<file path="src/rtl/alu_display_seq_pkg.sv">
// Shared types and constants for the ALU board front-end:
// FSM encoding, view selector codes and the hex segment table.
package alu_display_seq_pkg;

  typedef enum logic [1:0] {
    ENTER_A = 2'b00,
    ENTER_B = 2'b01,
    EXEC    = 2'b10,
    SHOW    = 2'b11
  } state_e;

  localparam logic [1:0] VIEW_AUTO = 2'd0;
  localparam logic [1:0] VIEW_A    = 2'd1;
  localparam logic [1:0] VIEW_B    = 2'd2;
  localparam logic [1:0] VIEW_RES  = 2'd3;

  // Active-high {g,f,e,d,c,b,a}, entry 0 rightmost.
  localparam logic [15:0][6:0] SEG_LUT = {
    7'h71, 7'h79, 7'h5E, 7'h39,
    7'h7C, 7'h77, 7'h6F, 7'h7F,
    7'h07, 7'h7D, 7'h6D, 7'h66,
    7'h4F, 7'h5B, 7'h06, 7'h3F
  };

  function automatic logic [6:0] hex_to_seg(
    input logic [3:0] nib
  );
    return SEG_LUT[nib];
  endfunction

endpackage

</file>
<file path="src/rtl/alu_display_seq_if.sv">
// Board and ALU signal bundle for the front-end.
// master = front-end side, slave = board/ALU side.
interface alu_display_seq_if #(
  parameter int DATA_W = 16
);
  localparam int DIGITS = DATA_W / 4;

  logic [3:0]        nibble_in;
  logic              enter;
  logic              clear;
  logic [3:0]        opcode_in;
  logic              cin_in;
  logic [1:0]        view_sel;
  logic [DATA_W-1:0] alu_a;
  logic [DATA_W-1:0] alu_b;
  logic [3:0]        alu_opcode;
  logic              alu_cin;
  logic [DATA_W-1:0] alu_result;
  logic [4:0]        alu_flags;
  logic [DATA_W-1:0] result_out;
  logic [4:0]        flags_out;
  logic              result_valid;
  logic [1:0]        state_out;
  logic [6:0]        seg_out;
  logic [DIGITS-1:0] an_out;

  modport master (
    input  nibble_in, enter, clear,
    input  opcode_in, cin_in, view_sel,
    input  alu_result, alu_flags,
    output alu_a, alu_b, alu_opcode, alu_cin,
    output result_out, flags_out,
    output result_valid, state_out,
    output seg_out, an_out
  );

  modport slave (
    output nibble_in, enter, clear,
    output opcode_in, cin_in, view_sel,
    output alu_result, alu_flags,
    input  alu_a, alu_b, alu_opcode, alu_cin,
    input  result_out, flags_out,
    input  result_valid, state_out,
    input  seg_out, an_out
  );

endinterface

</file>
<file path="src/rtl/seven_seg_scan.sv">
// Multiplexed seven-segment scanner: one digit lit at a time,
// segments and anode registered together to avoid ghosting.
module seven_seg_scan
  import alu_display_seq_pkg::*;
#(
  parameter int DIGITS         = 4,
  parameter int REFRESH_DIV    = 50000,
  parameter int SEG_ACTIVE_LOW = 1
) (
  input  logic                clk,
  input  logic                reset,
  input  logic [4*DIGITS-1:0] value_i,
  output logic [6:0]          seg_o,
  output logic [DIGITS-1:0]   an_o
);

  localparam int CW =
    (REFRESH_DIV > 1) ? $clog2(REFRESH_DIV) : 1;
  localparam int IW =
    (DIGITS > 1) ? $clog2(DIGITS) : 1;
  localparam logic INV = (SEG_ACTIVE_LOW != 0);

  logic [CW-1:0]     cnt_q, cnt_d;
  logic [IW-1:0]     idx_q, idx_d;
  logic [6:0]        seg_q, seg_d;
  logic [DIGITS-1:0] an_q, an_d;
  logic [3:0]        nib;

  // Next refresh count, digit index and the pattern for that digit.
  always_comb begin
    cnt_d = cnt_q + CW'(1);
    idx_d = idx_q;
    if (cnt_q == CW'(REFRESH_DIV - 1)) begin
      cnt_d = '0;
      if (idx_q == IW'(DIGITS - 1)) begin
        idx_d = '0;
      end else begin
        idx_d = idx_q + IW'(1);
      end
    end
    nib  = '0;
    an_d = '0;
    for (int i = 0; i < DIGITS; i++) begin
      if (idx_d == IW'(i)) begin
        nib     = value_i[4*i +: 4];
        an_d[i] = 1'b1;
      end
    end
    seg_d = hex_to_seg(nib);
  end

  // Scan state and display registers.
  always_ff @(posedge clk) begin
    if (reset) begin
      cnt_q <= '0;
      idx_q <= '0;
      seg_q <= hex_to_seg(4'h0);
      an_q  <= DIGITS'(1);
    end else begin
      cnt_q <= cnt_d;
      idx_q <= idx_d;
      seg_q <= seg_d;
      an_q  <= an_d;
    end
  end

  assign seg_o = INV ? ~seg_q : seg_q;
  assign an_o  = INV ? ~an_q  : an_q;

endmodule

</file>
<file path="src/rtl/alu_display_seq.sv">
// Board front-end for the ALU: nibble-wise operand entry,
// one-cycle execute, result latch and scanned hex display.
module alu_display_seq
  import alu_display_seq_pkg::*;
#(
  parameter int DATA_W         = 16,
  parameter int REFRESH_DIV    = 50000,
  parameter int SEG_ACTIVE_LOW = 1
) (
  input logic               clk,
  input logic               reset,
  alu_display_seq_if.master bus
);

  localparam int DIGITS = DATA_W / 4;
  localparam int NW     = $clog2(DIGITS + 1);

  state_e            state_q, state_d;
  logic [NW-1:0]     cnt_q, cnt_d;
  logic [DATA_W-1:0] a_q, a_d;
  logic [DATA_W-1:0] b_q, b_d;
  logic [3:0]        op_q, op_d;
  logic              cin_q, cin_d;
  logic [DATA_W-1:0] res_q, res_d;
  logic [4:0]        flg_q, flg_d;
  logic              vld_q, vld_d;
  logic [DATA_W-1:0] disp;
  logic              last_nib;
  logic [DATA_W-1:0] nib_ext;

  assign last_nib = (cnt_q == NW'(DIGITS - 1));
  assign nib_ext  = DATA_W'(bus.nibble_in);

  // Entry FSM: clear overrides everything, enter drives progress.
  always_comb begin
    state_d = state_q;
    cnt_d   = cnt_q;
    a_d     = a_q;
    b_d     = b_q;
    op_d    = op_q;
    cin_d   = cin_q;
    res_d   = res_q;
    flg_d   = flg_q;
    vld_d   = vld_q;
    if (bus.clear) begin
      state_d = ENTER_A;
      cnt_d   = '0;
      a_d     = '0;
      b_d     = '0;
      res_d   = '0;
      flg_d   = '0;
      vld_d   = 1'b0;
    end else begin
      unique case (state_q)
        ENTER_A: begin
          if (bus.enter) begin
            a_d = (a_q << 4) | nib_ext;
            if (last_nib) begin
              cnt_d   = '0;
              state_d = ENTER_B;
            end else begin
              cnt_d = cnt_q + NW'(1);
            end
          end
        end
        ENTER_B: begin
          if (bus.enter) begin
            b_d = (b_q << 4) | nib_ext;
            if (last_nib) begin
              cnt_d   = '0;
              op_d    = bus.opcode_in;
              cin_d   = bus.cin_in;
              state_d = EXEC;
            end else begin
              cnt_d = cnt_q + NW'(1);
            end
          end
        end
        EXEC: begin
          res_d   = bus.alu_result;
          flg_d   = bus.alu_flags;
          vld_d   = 1'b1;
          state_d = SHOW;
        end
        SHOW: begin
          if (bus.enter) begin
            a_d     = nib_ext;
            b_d     = '0;
            cnt_d   = NW'(1);
            vld_d   = 1'b0;
            state_d = ENTER_A;
          end
        end
        default: state_d = ENTER_A;
      endcase
    end
  end

  // FSM and datapath registers.
  always_ff @(posedge clk) begin
    if (reset) begin
      state_q <= ENTER_A;
      cnt_q   <= '0;
      a_q     <= '0;
      b_q     <= '0;
      op_q    <= '0;
      cin_q   <= 1'b0;
      res_q   <= '0;
      flg_q   <= '0;
      vld_q   <= 1'b0;
    end else begin
      state_q <= state_d;
      cnt_q   <= cnt_d;
      a_q     <= a_d;
      b_q     <= b_d;
      op_q    <= op_d;
      cin_q   <= cin_d;
      res_q   <= res_d;
      flg_q   <= flg_d;
      vld_q   <= vld_d;
    end
  end

  // Pick the value shown on the display.
  always_comb begin
    disp = res_q;
    unique case (bus.view_sel)
      VIEW_A:   disp = a_q;
      VIEW_B:   disp = b_q;
      VIEW_RES: disp = res_q;
      default: begin
        unique case (state_q)
          ENTER_A: disp = a_q;
          ENTER_B: disp = b_q;
          default: disp = res_q;
        endcase
      end
    endcase
  end

  seven_seg_scan #(
    .DIGITS         (DIGITS),
    .REFRESH_DIV    (REFRESH_DIV),
    .SEG_ACTIVE_LOW (SEG_ACTIVE_LOW)
  ) u_scan (
    .clk     (clk),
    .reset   (reset),
    .value_i (disp),
    .seg_o   (bus.seg_out),
    .an_o    (bus.an_out)
  );

  assign bus.alu_a        = a_q;
  assign bus.alu_b        = b_q;
  assign bus.alu_opcode   = op_q;
  assign bus.alu_cin      = cin_q;
  assign bus.result_out   = res_q;
  assign bus.flags_out    = flg_q;
  assign bus.result_valid = vld_q;
  assign bus.state_out    = state_q;

endmodule

</file>
<file path="src/flat_wrapper.sv">
// flat-port wrapper written by rule: the top's interface ports become plain ports
module alu_display_seq_flat import alu_display_seq_pkg::*;
#(
  parameter int DATA_W         = 16,
  parameter int REFRESH_DIV    = 50000,
  parameter int SEG_ACTIVE_LOW = 1
)
  (clk, reset, bus_nibble_in, bus_enter, bus_clear, bus_opcode_in, bus_cin_in, bus_view_sel, bus_alu_result, bus_alu_flags, bus_alu_a, bus_alu_b, bus_alu_opcode, bus_alu_cin, bus_result_out, bus_flags_out, bus_result_valid, bus_state_out, bus_seg_out, bus_an_out);
  alu_display_seq_if #(.DATA_W(DATA_W)) bus_i ();
  input logic clk;
  input logic reset;
  input wire logic [$bits(bus_i.nibble_in)-1:0] bus_nibble_in;
  input wire logic [$bits(bus_i.enter)-1:0] bus_enter;
  input wire logic [$bits(bus_i.clear)-1:0] bus_clear;
  input wire logic [$bits(bus_i.opcode_in)-1:0] bus_opcode_in;
  input wire logic [$bits(bus_i.cin_in)-1:0] bus_cin_in;
  input wire logic [$bits(bus_i.view_sel)-1:0] bus_view_sel;
  input wire logic [$bits(bus_i.alu_result)-1:0] bus_alu_result;
  input wire logic [$bits(bus_i.alu_flags)-1:0] bus_alu_flags;
  output wire logic [$bits(bus_i.alu_a)-1:0] bus_alu_a;
  output wire logic [$bits(bus_i.alu_b)-1:0] bus_alu_b;
  output wire logic [$bits(bus_i.alu_opcode)-1:0] bus_alu_opcode;
  output wire logic [$bits(bus_i.alu_cin)-1:0] bus_alu_cin;
  output wire logic [$bits(bus_i.result_out)-1:0] bus_result_out;
  output wire logic [$bits(bus_i.flags_out)-1:0] bus_flags_out;
  output wire logic [$bits(bus_i.result_valid)-1:0] bus_result_valid;
  output wire logic [$bits(bus_i.state_out)-1:0] bus_state_out;
  output wire logic [$bits(bus_i.seg_out)-1:0] bus_seg_out;
  output wire logic [$bits(bus_i.an_out)-1:0] bus_an_out;
  assign bus_i.nibble_in = bus_nibble_in;
  assign bus_i.enter = bus_enter;
  assign bus_i.clear = bus_clear;
  assign bus_i.opcode_in = bus_opcode_in;
  assign bus_i.cin_in = bus_cin_in;
  assign bus_i.view_sel = bus_view_sel;
  assign bus_i.alu_result = bus_alu_result;
  assign bus_i.alu_flags = bus_alu_flags;
  assign bus_alu_a = bus_i.alu_a;
  assign bus_alu_b = bus_i.alu_b;
  assign bus_alu_opcode = bus_i.alu_opcode;
  assign bus_alu_cin = bus_i.alu_cin;
  assign bus_result_out = bus_i.result_out;
  assign bus_flags_out = bus_i.flags_out;
  assign bus_result_valid = bus_i.result_valid;
  assign bus_state_out = bus_i.state_out;
  assign bus_seg_out = bus_i.seg_out;
  assign bus_an_out = bus_i.an_out;
  alu_display_seq #(.DATA_W(DATA_W), .REFRESH_DIV(REFRESH_DIV), .SEG_ACTIVE_LOW(SEG_ACTIVE_LOW)) u_core (.clk(clk), .reset(reset), .bus(bus_i));
endmodule
</file>
<file path="config.mk">
export PLATFORM = sky130hd
export DESIGN_NAME = alu_display_seq_flat
export DESIGN_NICKNAME = d
export VERILOG_FILES = /design/src/rtl/alu_display_seq_pkg.sv /design/src/rtl/alu_display_seq_if.sv /design/src/rtl/seven_seg_scan.sv /design/src/rtl/alu_display_seq.sv /design/src/flat_wrapper.sv
export SDC_FILE = /design/constraint.sdc
export NUM_CORES = 1
export LEC_CHECK = 0
export CAP_MARGIN = 20
export CORE_MARGIN = 2
export CORE_UTILIZATION = 50
export CTS_BUF_LIST = sky130_fd_sc_hd__clkbuf_8
export CTS_CLUSTER_DIAMETER = 80
export CTS_CLUSTER_SIZE = 14
export DETAILED_ROUTE_END_ITERATION = 12
export DONT_BUFFER_PORTS = 1
export PLACE_DENSITY = 0.67
export SYNTH_ARGS = -nofsm -noshare
export SYNTH_HDL_FRONTEND = slang
export SYNTH_SLANG_ARGS = --single-unit
</file>
<file path="constraint.sdc">
create_clock -name clk -period 7 [get_ports clk]
set_input_delay 1.05 -clock clk [delete_from_list [all_inputs] [get_ports clk]]
set_output_delay 1.05 -clock clk [all_outputs]
set_load 0.005 [all_outputs]
</file>
==> results of run 1 <==
[per-layer routing]
metal / vias up / global-route usage (%) / wire (microns)
met5: - / 0 / 0
met4: 0 / 6.85 / 136
met3: 13 / 6.82 / 881
met2: 110 / 36.8 / 5310
met1: 1725 / 27.0 / 4680
li1: 1767 / - / -
[power by group through the flow]
stage          Sequential [mW]  Combinational [mW]  Clock (mW)
2_1_floorplan            0.549              0.0540           0
3_3_place_gp             0.550              0.0555           0
3_5_place_dp             0.550              0.0571           0
4_1_cts                  0.538              0.0573       0.347
5_1_grt                  0.539              0.0650       0.369
6_report                 0.538              0.0589       0.339
[area by class of cell]
class                   instances  area [sq um]
inverters                      21          78.8
multi-input cells             356          2550
fillers                       847          4240
clock buffers                  10           138
well taps                     111           139
repair buffers                  6          57.6
clock inverters                 6          45.0
flip-flops and latches         93          1860
[registers in the layout, summed over array words and instances (netlist names), 3 cells and up]
register / flops
u_core.u_scan.cnt_q: 16
u_core.u_scan.an_q: 4
u_core.bus.alu_b: 16
u_core.cnt_q: 3
u_core.bus.alu_opcode: 4
u_core.bus.result_out: 16
u_core.bus.alu_a: 16
u_core.bus.flags_out: 5
u_core.u_scan.seg_q: 7
[synthesized netlist by cell type (all sizes together), types with 3 or more instances]
cell type | count | share of area, %
or2 | 3 | 0.41
a2111oi | 3 | 0.86
mux2i | 55 | 12
and3 | 6 | 0.81
xnor2 | 8 | 1.5
buf | 10 | 1.2
a21oi | 12 | 1.4
nand2 | 24 | 2.1
dfxtp | 93 | 40
nand4 | 3 | 0.73
nor2b | 4 | 0.54
a31oi | 4 | 0.54
nor3 | 6 | 0.65
o2bb2ai | 7 | 1.3
nand3 | 6 | 0.65
o21ai | 9 | 0.97
nor2 | 100 | 8.2
a22oi | 29 | 4.8
a22o | 5 | 0.94
xor2 | 6 | 1.1
inv | 21 | 1.7
a211oi | 8 | 1.5
mux2 | 6 | 1.6
a221oi | 14 | 2.6
ha | 15 | 4.0
clkbuf | 24 | 1.9
[cell families (layout without fill, tap and decap cells)]
kind of cell	Yosys count	count (layout)	share of synthesized area (%)
AOI/OAI and AO/OA	105	105	18.1
adders and majority gates	15	15	4.05
muxes	62	62	14.3
DFF	93	93	40.2
xor gates and xnor gates	14	14	2.65
and+or+nand+nor	160	160	15.9
buffers and inverters	55	43	4.86
[stage by stage]
step / worst slack, ps / hold WS (ps) / utilization (%) / total power, mW / instances
after floorplan: 3660 / 418 / - / 0.603 / 504
after global routing: 3050 / 483 / 53.4 / 0.973 / 603
after CTS: 3400 / 454 / 53.2 / 0.942 / 602
after detailed placement: 3430 / 441 / 51.2 / 0.607 / 586
after global placement: 3600 / 430 / 51.1 / 0.606 / 585
final: 3410 / 451 / 53.4 / 0.935 / 603
[worst max path at each step]
stage	startpoint	endpoint	slack (ps)	cells after the start
after detailed placement	u_core.bus.state_out[1]$_SDFFE_PP0P_	u_core.u_scan.seg_q[0]$_SDFF_PP1_	3430	12
after global routing	u_core.bus.state_out[1]$_SDFFE_PP0P_	u_core.u_scan.seg_q[0]$_SDFF_PP1_	3050	13
final	u_core.bus.state_out[1]$_SDFFE_PP0P_	u_core.u_scan.seg_q[0]$_SDFF_PP1_	3410	12
after global placement	u_core.bus.state_out[1]$_SDFFE_PP0P_	u_core.u_scan.seg_q[0]$_SDFF_PP1_	3600	12
after CTS	u_core.bus.state_out[1]$_SDFFE_PP0P_	u_core.u_scan.seg_q[0]$_SDFF_PP1_	3400	12
after floorplan	bus_view_sel[0]	u_core.u_scan.seg_q[0]$_SDFF_PP1_	3660	13
[worst max-delay path: cells and delay by family (launching register included)]
kind,cells,cell delay [ps]
multiplexers,2,450
adder cells (fa/ha/maj),2,660
AND/OR/NAND/NOR,2,750
AO/OA/AOI/OAI,3,760
buffers and inverters,3,340
flip-flops,1,500
==> impl_results.md, run 1 <==
* Worst Path Class, Setup: register to register
* Hold crit path type: register to register
* Gpl congestion at 0.897
* All-Layer GR Usage at 21.9%
* Post-Syn Area at 4630 sq um
* Most frequent cells in the layout: nor2_1 (99), dfxtp_1 (93), mux2i_1 (54)
* Share of the yosys chip area belonging to registers at 40.2%
* Initial DRT Pass Iterations at 5
* Nets@finish at 538
* TritonCTS buffer count at 9
* Chip width at 100 microns
* CP Launch Type: register
* Leak at 1.82 nW
* Post-Route WL at 11000 microns
* Synth Register Bits at 93
* Most common cell on crit path: inv_1
* Crit-path slowest cell: nor2_2
* Worst-path clk slew at 90 ps
* Routed Antenna Nets at 0
* R2r endpoint: u_core.u_scan.seg_q[0]$_SDFF_PP1_
* Internal Power at 0.700 mW
* Fraction of layout instances using a drive strength above 1 at 8.74%
* Initial Utilization at 50.9%
* Most common cell after layout, fill and taps aside: nor2_1
* CP peak stage delay at 630 ps
* Final Hold Fails at 0
* Chip height at 100 microns
* Unrepaired setup endpoints after global routing: false
* TritonCTS clock tree: done
* Die area at 10100 sq um
* Main flop type after synthesis: dfxtp_1
* Largest net degree at the start of global routing at 60
* Hold Buf Count CTS at 0
* Hpwl dp at 7850 microns
* Avg Vias per Cell at 6.00
* Placed cell area at 4660 sq um
* Sink Count at 93
* Required time worst endpoint at 7230 ps
* DRC at 0
* Synth unique cells at 60
* R2R cell count at 12
* Worst-margin pin slew at 937 ps
* Final min period at 3590 ps
* Via count at 3615
* Slew Viols, Final at 0
* Post-synth EDFFs at 0
* Switching Share at 25.2%
* Worst r2r src: u_core.bus.state_out[1]$_SDFFE_PP0P_
* Core Area at 9110 sq um
* Reg2reg setup slack at 3410 ps
* Synth Instances at 504
* Vias in the first global route at 3472
* Power Density at 192 nW/um^2
* # Post-CTS Setup Buffers at 0
* Worst hold path depth at 1
* Fmax achieved at 279 MHz
* N_diodes at 0
* Crit path DAT at 3820 ps
* Crit-path max FO at 19
* Setup crit end kind: register
* Root buf cell: clkbuf_8
* Setup TNS at 0 ps
* Post-Syn Nets at 555
* # setup viols final at 0
* Iter 0 DRT Violations at 244
* Status: finished, final reports clean
* Synth-to-layout area growth at 5.02%
* Number of antenna violations at the first check in global routing at 0
* Min-delay src: u_core.u_scan.cnt_q[0]$_SDFF_PP0_
* Power share of the combinational group at 6.3%
* Switching power total at 0.236 mW
* H-tree Lvls at 3
* Grt total ovfl at 0
* Clock Latency Late Sink at 370 ps
* Resized Gates After CTS at 0
* Syn. warnings at 0
* First-pass GRT wire length at 17700 microns
* Ports at 108
* Cell row count at 35
* Endpoint, Worst Hold: u_core.u_scan.cnt_q[0]$_SDFF_PP0_
* Sequential Power Share at 57.5%
* Syn Area/Cell at 9.20 sq um
* Final setup skew at 10.4 ps
* Drt wl/cell at 18.3 microns
* Fraction of registers with async set/reset at 0%
* Clk network pwr share at 36.2%
* CTS Buffer Depth at 2
* Worst path cell trace: inv_1 -> ha_1 -> nor2_2 -> nand2_1 -> a221oi_1 -> mux2i_1 -> mux2_4 -> inv_1 -> ha_1 -> inv_1 -> o41ai_1 -> a311oi_1
* IO Port Bufs at 0
* Relative slew margins at 37.3%
* Max Cap Viol at 0
* Period utilisation layout at 51.3%
* Final instance area at 4870 sq um
* Peak VDD IR at 92.0 uV
Note: power is estimated with default switching activity, not from simulation.
==> inputs of run 2 (changes only) <==
PLACE_DENSITY = 0.7   (was 0.67)
clock period = 3 ns   (was 7 ns; I/O delays follow)
==> run 2 against run 1 <==
  * Clock-buffer cell count decreased by 1
  * Combinational power increased by 150%
  * Global-route usage increased by 1.1 points
  * Largest power group unchanged
  * Critical endpoint unchanged
  * Maximum frequency increased by 27%
  * Flip-flop and latch count unchanged
  * Non-clock buffer count increased by 13
  * Critical path depth decreased by 1
  * Routed wire length increased by 3.0%
  * Clock skew decreased by 3.4 ps
  * Die area unchanged
==> impl_results.md, run 2 (synthesis gave the netlist of run 1 again) <==
* Final core utilization at 55.4% (+2.0 points)
* Fin cells at 615 (+2.0%)
* CP Launch Type: register
* Peak VDD IR at 202 uV (+120%)
* CTS Buffer Depth at 2 (unchanged)
* Relative slew margins at 38.7% (+1.4 points)
* Worst-path clk slew at 100 ps (about the same)
* Final min period at 2820 ps (-767 ps)
* Chip width at 100 microns (unchanged)
* Number of antenna violations at the first check in global routing at 0 (unchanged)
* Nets@finish at 551 (+2.4%)
* Final instance area at 5040 sq um (+3.7%)
* H-tree Lvls at 3 (unchanged)
* WP buf/inv at 1 (-2)
* Ports at 108 (unchanged)
* Routed Antenna Nets at 0 (unchanged)
* Sequential Area at 1860 sq um (about the same)
* TritonCTS buffer count at 9 (unchanged)
* Top delay family on crit path: compound AO/OA/AOI/OAI gates
* Hold crit path type: input port to register
* Cell row count at 35 (unchanged)
* N_diodes at 0 (unchanged)
* Most common cell after layout, fill and taps aside: nor2_1
* Power Density at 447 nW/um^2 (+130%)
* Hpwl dp at 7890 microns (+0.49%)
* Setup crit end kind: register
* Largest net degree at the start of global routing at 60 (unchanged)
* Gpl congestion at 0.836 (-6.8%)
* Crit-path slowest cell: mux2_2
* Crit path DAT at 3070 ps (-750 ps)
* Fraction of layout instances using a drive strength above 1 at 13.3% (+4.6 points)
* Synth-to-layout area growth at 8.86%
* Clock Latency Late Sink at 360 ps (about the same)
* Final setup skew at 7.00 ps (-3.40 ps)
* IO Port Bufs at 0 (unchanged)
* CP peak stage delay at 440 ps (-190 ps)
* Placed insts at 597 (+1.9%)
* Max Cap Viol at 0 (unchanged)
* Chip height at 100 microns (unchanged)
* Worst-margin pin slew at 916 ps (-21.1 ps)
* Via count at 3731 (+3.2%)
* Grt total ovfl at 0 (unchanged)
* Core Area at 9110 sq um (unchanged)
* Post-Route WL at 11300 microns (+3.0%)
* TritonCTS clock tree: done
* Avg Vias per Cell at 6.07 (+1.2%)
* Vias in the first global route at 3564 (+2.6%)
* All-Layer GR Usage at 23.0% (+1.1 points)
* Iter 0 DRT Violations at 207 (-15%)
* Sink Count at 93 (unchanged)
* First-pass GRT wire length at 18500 microns (+4.2%)
* Fillers at 830 (-2.0%)
* Worst Path Class, Setup: register to register
* Required time worst endpoint at 3250 ps (-3980 ps)
* Drt wl/cell at 18.4 microns (+0.94%)
* Final Hold Fails at 0 (unchanged)
* Fmax achieved at 354 MHz (+27%)
* Area of the multi-input gates at 2610 sq um (+2.6%)
* Placed cell area at 4750 sq um (+1.8%)
* Status: finished, final reports clean
* Most frequent cells in the layout: nor2_1 (99), dfxtp_1 (92), mux2i_1 (54)
* # setup viols final at 0 (unchanged)
* Slew Viols, Final at 0 (unchanged)
* Initial Utilization at 50.9% (unchanged)
* Initial DRT Pass Iterations at 5 (unchanged)
* Crit-path max FO at 7 (-12)
* Most common cell on crit path: ha_1
* Period utilisation layout at 94.0% (+43 points)
* DRC at 0 (unchanged)
* Leak at 1.90 nW (+4.3%)
* Die area at 10100 sq um (unchanged)
* Root buf cell: clkbuf_8
* Worst path cell trace: ha_1 -> and3_2 -> a41oi_2 -> a21o_1 -> mux2_2 -> inv_1 -> ha_1 -> nor2b_1 -> o2111ai_1 -> o41ai_1 -> a311oi_1
==> run 2: cell count changes in the layout (fill, tap and decap cells not counted), sizes merged <==
cell	change
clkinvlp	-1
buf	+13
clkbuf	-1
bufinv	+1
==> run 2: layout make-up <==
type                       count  area share (%)
clock inverter                 6            1.41
clock buffer                   9            2.46
multi-input combinational    356            51.8
tap                          111            2.75
sequential                    93            36.9
timing repair buffer          19            3.08
inverter                      21            1.56
==> run 2: worst paths after layout <==
kind	from	to	slack, ps	depth (start not counted)
worst max-delay path	u_core.u_scan.cnt_q[0]$_SDFF_PP0_	u_core.u_scan.seg_q[0]$_SDFF_PP1_	180	11
worst min-delay path	reset	u_core.bus.alu_opcode[2]$_SDFFE_PP0P_	150	1
worst max register to register	u_core.u_scan.cnt_q[0]$_SDFF_PP0_	u_core.u_scan.seg_q[0]$_SDFF_PP1_	180	11
worst min register to register	u_core.cnt_q[2]$_SDFFE_PP0P_	u_core.cnt_q[2]$_SDFFE_PP0P_	460	2
==> run 2: where the power goes <==
part	switching [mW]	total [mW]	internal (mW)
clock network	0.467	0.855	0.388
logic	0.0830	0.146	0.0627
registers	0.00874	1.25	1.25
total	0.559	2.26	1.70
==> run 2: timing repair <==
| item | CTS | global route |
|---|---|---|
| setup endpoints to repair | 0 | 4 |
| resized for setup | 0 | 15 |
| hold buffers | 0 | 0 |
| buffers inserted | 0 | 2 |
==> run 2: through the flow <==
step                power (mW)  setup TNS (ps)  hold WS (ps)  worst slack, ps
floorplan                 1.41               0           418             68.1
global placement          1.42               0           430              208
detailed placement        1.42               0           448             77.2
CTS                       2.26               0           124             14.2
global route              2.34           -2.67           127            -2.67
finish                    2.26               0           146              179
==> run 2: routing by layer <==
layer / up-vias / global-route usage [%] / routed length, microns
met2: 134 / 37.7 / 5470
met3: 13 / 6.20 / 790
met5: - / 0 / 0
met4: 0 / 7.48 / 158
met1: 1790 / 29.5 / 4920
li1: 1794 / - / -
